==> config.mk <==
export PLATFORM = sky130hd
export DESIGN_NAME = fifo_uart_tx
export DESIGN_NICKNAME = d
export VERILOG_FILES = /design/src/rtl/uart_pkg.sv /design/src/rtl/uart_baud_tick.sv /design/src/rtl/fifo_uart_tx.sv
export SDC_FILE = /design/constraint.sdc
export NUM_CORES = 1
export LEC_CHECK = 0
export ABC_AREA = 1
export CAP_MARGIN = 20
export CORE_MARGIN = 4
export CORE_UTILIZATION = 50
export DETAILED_ROUTE_END_ITERATION = 8
export GPL_TIMING_DRIVEN = 0
export PLACE_DENSITY_LB_ADDON = 0.2
export SYNTH_ARGS = -nofsm -noshare
export SYNTH_HDL_FRONTEND = slang
export SYNTH_SLANG_ARGS = --single-unit
==> constraint.sdc <==
create_clock -name rclk -period 1.5 [get_ports rclk]
set_input_delay 0.3 -clock rclk [delete_from_list [all_inputs] [get_ports rclk]]
set_output_delay 0.3 -clock rclk [all_outputs]
set_load 0.05 [all_outputs]
==> src/rtl/uart_pkg.sv <==
// Shared definitions for the FIFO-fed UART transmitter.
package uart_pkg;

  // Frame sequencer states.
  typedef enum logic [2:0] {
    ST_IDLE   = 3'd0,
    ST_START  = 3'd1,
    ST_DATA   = 3'd2,
    ST_PARITY = 3'd3,
    ST_STOP   = 3'd4
  } uart_state_e;

  // Default rclk cycles per serial bit.
  localparam int unsigned UART_CLKS_PER_BIT_DEFAULT = 16;

endpackage

==> src/rtl/uart_baud_tick.sv <==
// Bit-period counter: counts 0..CLKS_PER_BIT-1 while enabled and flags the
// last cycle of each bit. Cleared on the pop cycle so START is a full bit.
module uart_baud_tick
  import uart_pkg::*;
#(
  parameter int unsigned CLKS_PER_BIT = UART_CLKS_PER_BIT_DEFAULT
) (
  input  logic clk_i,
  input  logic rst_i,
  input  logic clear_i,
  input  logic en_i,
  output logic bit_done_o
);

  localparam int unsigned CNT_W = (CLKS_PER_BIT > 1) ? $clog2(CLKS_PER_BIT) : 1;
  localparam logic [CNT_W-1:0] CNT_MAX = CNT_W'(CLKS_PER_BIT - 1);

  logic [CNT_W-1:0] cnt_q;
  logic [CNT_W-1:0] cnt_d;

  // Next count: clear wins, otherwise advance and wrap at the bit boundary.
  always_comb begin
    cnt_d = cnt_q;
    if (clear_i) begin
      cnt_d = {CNT_W{1'b0}};
    end else if (en_i) begin
      if (cnt_q == CNT_MAX) begin
        cnt_d = {CNT_W{1'b0}};
      end else begin
        cnt_d = cnt_q + CNT_W'(1);
      end
    end else begin
      cnt_d = cnt_q;
    end
  end

  // Counter register.
  always_ff @(posedge clk_i or posedge rst_i) begin
    if (rst_i) begin
      cnt_q <= {CNT_W{1'b0}};
    end else begin
      cnt_q <= cnt_d;
    end
  end

  assign bit_done_o = en_i & (cnt_q == CNT_MAX);

endmodule

==> src/rtl/fifo_uart_tx.sv <==
// FIFO read-side consumer: pops one word per frame from a first-word
// fall-through FIFO and sends it as start, LSB-first data, optional even
// parity, and stop. tx is driven from a register so the line never glitches.
module fifo_uart_tx
  import uart_pkg::*;
#(
  parameter int unsigned DATA_WIDTH   = 8,
  parameter int unsigned CLKS_PER_BIT = UART_CLKS_PER_BIT_DEFAULT,
  parameter bit          PARITY_EN    = 1'b0
) (
  input  logic                  rclk,
  input  logic                  r_rst,
  input  logic                  EMPTY,
  input  logic [DATA_WIDTH-1:0] RD_DATA,
  output logic                  r_inc,
  output logic                  tx,
  output logic                  busy
);

  localparam int unsigned IDX_W = (DATA_WIDTH > 1) ? $clog2(DATA_WIDTH) : 1;
  localparam logic [IDX_W-1:0] IDX_LAST = IDX_W'(DATA_WIDTH - 1);

  // Even parity: the bit that makes the total count of ones even.
  function automatic logic even_parity(input logic [DATA_WIDTH-1:0] word);
    return ^word;
  endfunction

  uart_state_e           state_q, state_d;
  logic [DATA_WIDTH-1:0] shift_q, shift_d;
  logic [IDX_W-1:0]      idx_q,   idx_d;
  logic                  par_q,   par_d;
  logic                  tx_q,    tx_d;
  logic                  pop;
  logic                  bit_done;

  // The pop strobe is combinational so the FIFO advances on the same edge
  // that captures the head word; reset suppresses it.
  assign pop = (state_q == ST_IDLE) & ~EMPTY & ~r_rst;

  uart_baud_tick #(
    .CLKS_PER_BIT (CLKS_PER_BIT)
  ) u_baud (
    .clk_i      (rclk),
    .rst_i      (r_rst),
    .clear_i    (pop),
    .en_i       (state_q != ST_IDLE),
    .bit_done_o (bit_done)
  );

  // Frame sequencing, shift register and parity capture; tx is derived from
  // the next state so the registered line lines up with the state.
  always_comb begin
    state_d = state_q;
    shift_d = shift_q;
    idx_d   = idx_q;
    par_d   = par_q;
    tx_d    = 1'b1;
    case (state_q)
      ST_IDLE: begin
        if (pop) begin
          shift_d = RD_DATA;
          par_d   = even_parity(RD_DATA);
          idx_d   = {IDX_W{1'b0}};
          state_d = ST_START;
        end else begin
          state_d = ST_IDLE;
        end
      end
      ST_START: begin
        if (bit_done) begin
          idx_d   = {IDX_W{1'b0}};
          state_d = ST_DATA;
        end else begin
          state_d = ST_START;
        end
      end
      ST_DATA: begin
        if (bit_done) begin
          shift_d = shift_q >> 1;
          if (idx_q == IDX_LAST) begin
            idx_d   = {IDX_W{1'b0}};
            state_d = PARITY_EN ? ST_PARITY : ST_STOP;
          end else begin
            idx_d   = idx_q + IDX_W'(1);
            state_d = ST_DATA;
          end
        end else begin
          state_d = ST_DATA;
        end
      end
      ST_PARITY: begin
        if (bit_done) begin
          state_d = ST_STOP;
        end else begin
          state_d = ST_PARITY;
        end
      end
      ST_STOP: begin
        if (bit_done) begin
          state_d = ST_IDLE;
        end else begin
          state_d = ST_STOP;
        end
      end
      default: begin
        state_d = ST_IDLE;
      end
    endcase

    case (state_d)
      ST_IDLE:   tx_d = 1'b1;
      ST_START:  tx_d = 1'b0;
      ST_DATA:   tx_d = shift_d[0];
      ST_PARITY: tx_d = par_d;
      ST_STOP:   tx_d = 1'b1;
      default:   tx_d = 1'b1;
    endcase
  end

  // State, datapath and line registers; reset drops any in-flight word.
  always_ff @(posedge rclk or posedge r_rst) begin
    if (r_rst) begin
      state_q <= ST_IDLE;
      shift_q <= {DATA_WIDTH{1'b0}};
      idx_q   <= {IDX_W{1'b0}};
      par_q   <= 1'b0;
      tx_q    <= 1'b1;
    end else begin
      state_q <= state_d;
      shift_q <= shift_d;
      idx_q   <= idx_d;
      par_q   <= par_d;
      tx_q    <= tx_d;
    end
  end

  assign r_inc = pop;
  assign tx    = tx_q;
  // The pop cycle already belongs to the frame, so it counts as busy.
  assign busy  = (state_q != ST_IDLE) | pop;

endmodule

==> run metrics, run 1 <==
I/O Buffers 13; relative max-transition margin 50.1%; total nets after synthesis ~180; share of the cycle needed by the critical path after routing 104%; violated checks negative setup slack; number of hold violations in the final report 0; kind of end point of the critical path output pin; count of pins on the block boundary 14; count of TritonRoute iterations in the first routing pass 5; synthesized area per cell 7.54 µm²; r2r startpoint u_baud.cnt_q[1]; horizontal extent of the die 58.3 µm; flop-to-flop setup slack roughly 0.080 ns; setup total negative slack -0.120 ns; routed vias/inst 5.14; worst-skew pair later-pin latency 0.30 ns; DPL Wire Length around 1900 µm; largest fanout on the critical path 4; Gate Count Post-Synth 168; ANT cells 0; clock buffers created by TritonCTS 3; Worst Reg-to-Reg Cells 10; Antenna Nets Post-Route 0; die area 3400 µm²; warning count from the yosys run 0; nature of the critical path startpoint input port; fraction of final layout cells sized beyond drive strength 1 19.7%; total overflow reported by the global router 0; Final nets between 200 and 250; WP buf/inv 2; number of placed instances with taps included 209; area of the core 2320 µm²; Worst Setup Path Type in -> out; final worst path period need 1.56 ns; final count of pins violating max slew 0; most common cell after layout, fill and taps aside nand2_1; number of H-tree levels 1; Top Family by Delay on Critical Path buffers and inverters; cell row count 17; Max rail drop VDD 540 µV; total DRC errors in the routed layout 0; Initial Utilization a little over half; Yosys cell types 29; WP depth 4; root buffer cell clkbuf_4; antenna violations before repair 0; Sinks on Clock Net 20; slew of the pin with the lowest slew margin 0.747 ns; Pwr Density 613 nW/µm²; setup violation total in the final timing report 2; pin count of the biggest net entering global routing 21; maximum operating frequency 640 MHz; total wire length 2690 µm; leakage power summed over all cells 0.000861 µW; Layout Cells excl Fill 221; combined area of all synthesized cells 1270 µm²; type of the tightest min-delay check in -> async; number of global-route vias before repair 1,104; CTS tree built; wire length per cell 12.2 µm; Worst Clk Skew between 0.003 and 0.004 ns; setup repair after global routing missed its margin true; Reg-to-Reg End idx_q[1]; number of buffers on the longest clock path 2; RePlAce Congestion 0.775; Cell Chain, Critical Path clkdlybuf4s50_1 > or2_4 > nor2_8 > buf_8; vias post-DR 1,135; worst stage delay on the critical path 0.40 ns; Detailed Route Iter0 Violations 45; GRT Util Overall 17.4%; result of the run complete, but fails checks; first-pass GRT wire length about 4600 µm; slowest stage cell, crit path clkdlybuf4s50_1; layout-stage area growth over the synthesis result 25.5%; Worst Setup Slack, final -0.0613 ns; leading cell types in the layout, fill and taps excluded nand2_1 (65), inv_1 (20), dfrtp_1 (19); flop and latch count out of synthesis 20; Clock Pin Slew Worst Setup and Hold Paths 0.11 ns; Max Cap Violations 0; final core area utilization about two thirds; Worst EP arrival 1.26 ns; sequential cell area fraction in the yosys report 39.6%; required time at the worst-slack endpoint 1.20 ns; y dimension of the die 58.3 µm
synthesized netlist by cell type, drive strengths merged:
cell | count | area [µm²]
a21boi | 1 | 7.51
a21oi | 1 | 5.00
clkinv | 1 | 5.00
dfrtp | 19 | 475
dfstp | 1 | 26.3
ha | 3 | 37.5
inv | 27 | 111
nand2 | 70 | 305
nand3 | 14 | 82.6
nand3b | 1 | 7.51
nor2 | 12 | 68.8
o211ai | 3 | 22.5
o21ai | 5 | 28.8
o221ai | 4 | 35.0
o22ai | 1 | 6.26
or2 | 2 | 15.0
xnor2 | 2 | 17.5
xor2 | 1 | 8.76
layer usage:
layer  GRT usage (%)  vias up  share of wire, %
li1                -      576                 -
met1            21.0      519                44
met2            30.3       33                49
met3            1.32        7               4.5
met4            9.93        0               2.6
met5               0        -                 0
worst max-delay path by stage:
stage,slack [ns],startpoint,endpoint
finish,-0.06,EMPTY,r_inc
detailed placement,-0.80,r_rst,r_inc
floorplan,0.11,u_baud.cnt_q[0],idx_q[0]
global route,-0.13,state_q[0],busy
global placement,-0.78,r_rst,r_inc
CTS,-0.06,state_q[0],r_inc
cells by family (layout without fill, tap and decap cells):
kind of cell             Yosys count  in the layout  share of synthesized area [%]
XOR/XNOR                           3              3                           2.08
adder cells (fa/ha/maj)            3              3                           2.96
AO/OA/AOI/OAI                     15             15                           8.30
flip-flops                        20             20                           39.6
buffers and inverters             28             53                           9.19
AND/OR/NAND/NOR                   99             99                           37.8
per-stage QoR:
| stage | hold WS [ns] | total power (µW) | setup slack (ns) | area, µm² |
|---|---|---|---|---|
| 2_1_floorplan | 0.263 | 617 | 0.108 | 1270 |
| 3_3_place_gp | 0.468 | 661 | -0.784 | 1430 |
| 3_5_place_dp | 0.480 | 667 | -0.798 | 1430 |
| 4_1_cts | 0.459 | 981 | -0.0621 | 1530 |
| 5_1_grt | 0.201 | 1020 | -0.130 | 1590 |
| 6_report | 0.149 | 974 | -0.0613 | 1590 |
flip-flops by register name, summed over array words and instances, names as in the netlist:
name,cells
idx_q,3
u_baud.cnt_q,4
shift_q,8
tx,1
par_q,1
state_q,3
power breakdown:
group          switching [µW]  leakage, µW  internal (µW)
clock                     168    0.0000210            148
sequential              0.993     0.000239            542
combinational            66.1     0.000601           49.4
total                     235     0.000861            739
final cells by class:
class | count | area, µm²
Fill cell | 204 | 729
Multi-Input combinational cell | 120 | 694
Sequential cell | 20 | 502
Timing Repair Buffer | 21 | 201
Inverter | 28 | 120
Clock buffer | 4 | 36.3
Tap cell | 28 | 35.0
timing repair:
item / CTS / global route
buffers inserted: 7 / 1
setup endpoints to repair: 8 / 9
gates resized for setup: 25 / 11
gates cloned: 0 / 0
hold buffers: 0 / 0
pin swaps: 3 / 3
Note: power is estimated with default switching activity, not from simulation.
==> inputs of run 2 (changes only) <==
--- a/config.mk
+++ b/config.mk
@@ -7,7 +7,6 @@
 export LEC_CHECK = 0
 export ABC_AREA = 1
 export CAP_MARGIN = 20
-export CORE_MARGIN = 4
 export CORE_UTILIZATION = 50
 export DETAILED_ROUTE_END_ITERATION = 8
 export GPL_TIMING_DRIVEN = 0
==> run 2 against run 1 <==
Net effect: the run still ends with negative setup slack left; non-clock buffer count rose by 11; sequential share of layout area is 1.3 points lower; via count grew 3.5%; total power is 0.35% higher; first-iteration DRC count shrank 64%; clock skew hardly changed; largest cell class unchanged.
==> run metrics, run 2 (same netlist as run 1, synthesis figures left out) <==
nature of the critical path startpoint flip-flop; largest registers in the final layout shift_q: 8 flops, u_baud.cnt_q: 4 flops; cell row count 17 (unchanged); layout-stage area growth over the synthesis result 31.0%; RePlAce Congestion 0.768 (-0.90%); root buffer cell clkbuf_4; number of buffers on the longest clock path 2 (unchanged); number of global-route vias before repair 1,137 (+3.0%); total overflow reported by the global router 0 (unchanged); number of H-tree levels 1 (unchanged); vias post-DR 1,175 (+3.5%); Pwr Density 589 nW/µm² (-3.9%); kind of end point of the critical path output pin; largest fanout on the critical path 4 (unchanged); relative max-transition margin 50.0% (-0.10 points); worst slack on hold paths 0.250 ns (+0.101 ns); number of hold violations in the final report 0 (unchanged); ANT cells 0 (unchanged); Max rail drop VDD 374 µV (-31%); antenna violations before repair 0 (unchanged); Worst Setup Slack, final -0.0278 ns (+0.0335 ns); I/O Buffers 13 (unchanged); type of the tightest min-delay check in -> async; share of the cycle needed by the critical path after routing 102% (-2.2 points); die area 2740 µm² (-20%); final count of pins violating max slew 0 (unchanged); leading cell types in the layout, fill and taps excluded nand2_1 (65), inv_1 (20), dfrtp_1 (19), buf_4 (19), nand3_1 (11); setup repair after global routing missed its margin true; slew of the pin with the lowest slew margin 0.749 ns (+0.00151 ns); Final nets 219 (+5.3%); Detailed Route Iter0 Violations 16 (-64%); y dimension of the die 52.3 µm (-10%); routed vias/inst 5.06 (-1.4%); setup total negative slack -0.0489 ns (+0.0709 ns); Antenna Nets Post-Route 0 (unchanged); GRT Util Overall 22.2% (+4.8 points); Initial Utilization 55.1% (+0.51 points); violated checks negative setup slack; count of pins on the block boundary 14 (unchanged); Sinks on Clock Net 20 (unchanged); fraction of final layout cells sized beyond drive strength 1 24.5% (+4.8 points); total wire length 2700 µm (+0.45%); area of the core 2300 µm² (-0.92%); leakage power summed over all cells 0.000899 µW (+4.4%); first-pass GRT wire length 4510 µm (-2.0%); worst-skew pair later-pin latency 0.31 ns (about the same); Worst Setup Path Type reg -> out; Max Cap Violations 0 (unchanged); Largest register FFs 8 (unchanged); most common cell after layout, fill and taps aside nand2_1; result of the run complete, but fails checks; largest reg by FF count shift_q; total DRC errors in the routed layout 0 (unchanged); final core area utilization 72.2% (+3.7 points); required time at the worst-slack endpoint 1.20 ns (about the same); count of TritonRoute iterations in the first routing pass 5 (unchanged); pin count of the biggest net entering global routing 21 (unchanged); DPL Wire Length 1840 µm (-4.3%); setup violation total in the final timing report 2 (unchanged); horizontal extent of the die 52.3 µm (-10%); Worst Clk Skew 0.00360 ns (+0.0000488 ns); wire length per cell 11.6 µm (-4.3%); maximum operating frequency 655 MHz (+2.2%); Clock Pin Slew Worst Setup and Hold Paths 0.12 ns (about the same); CTS tree built; Worst Setup Slack post-DPL -0.785 ns (+0.0130 ns); Worst EP arrival 1.23 ns (-0.03 ns); final worst path period need 1.53 ns (-0.0335 ns); clock buffers created by TritonCTS 3 (unchanged)
## run 2: power breakdown
group	total (µW)	switching [µW]	internal, µW
clock network	322	174	148
registers	543	1.18	542
logic	113	64.4	48.4
## run 2: worst max-delay path, stage by stage, from the launching register on
cell,delay [ns]
dfrtp_1,0.41
inv_2,0.09
nand3_4,0.14
nor2_8,0.14
buf_8,0.15
## run 2: stage by stage
| step | instances | instance area (µm²) | total power (µW) |
|---|---|---|---|
| global placement | 209 | 1430 | 661 |
| floorplan | 168 | 1270 | 617 |
| finish | 232 | 1660 | 978 |
| CTS | 222 | 1570 | 978 |
| detailed placement | 209 | 1430 | 665 |
| global route | 232 | 1660 | 1020 |
## run 2: worst paths after layout
| kind | from | to | slack [ns] | cells past startpoint |
|---|---|---|---|---|
| min in group rclk | EMPTY | u_baud.cnt_q[3] | 0.46 | 4 |
| max in group asynchronous | r_rst | shift_q[6] | 0.78 | 2 |
| max | state_q[1] | r_inc | -0.03 | 4 |
| min | r_rst | shift_q[0] | 0.25 | 2 |
| max reg2reg | state_q[0] | idx_q[0] | 0.09 | 11 |
| min reg2reg | shift_q[1] | shift_q[1] | 0.51 | 2 |
## run 2: cell type report
cell class	count	area, µm²
sequential	20	502
inverter	28	120
tap	28	35.0
multi-input combinational	120	687
fill	179	638
timing repair buffer	32	279
clock buffer	4	36.3
## run 2: per-layer routing
| layer | vias to the layer above | track usage [%] | routed length [µm] |
|---|---|---|---|
| met5 | - | 0 | 0 |
| met4 | 0 | 10.5 | 46 |
| met3 | 4 | 1.74 | 57 |
| met2 | 23 | 40.3 | 1450 |
| met1 | 547 | 26.0 | 1150 |
| li1 | 601 | - | - |
## run 2: what timing repair did
action                                  CTS  global route
resized for setup                        27             7
hold buffers                              0             0
pin swaps                                 5             5
setup buffers                             9            10
endpoints found under the setup margin   12            10
gates cloned                              0             0
==> inputs of run 3 (changes only) <==
--- a/config.mk
+++ b/config.mk
@@ -10,6 +10,7 @@
 export CORE_UTILIZATION = 50
 export DETAILED_ROUTE_END_ITERATION = 8
 export GPL_TIMING_DRIVEN = 0
+export HOLD_SLACK_MARGIN = 0.12
 export PLACE_DENSITY_LB_ADDON = 0.2
 export SYNTH_ARGS = -nofsm -noshare
 export SYNTH_HDL_FRONTEND = slang
==> results of run 3 <==
Same layout as run 2: the final DEF is identical, and so are final timing and power.
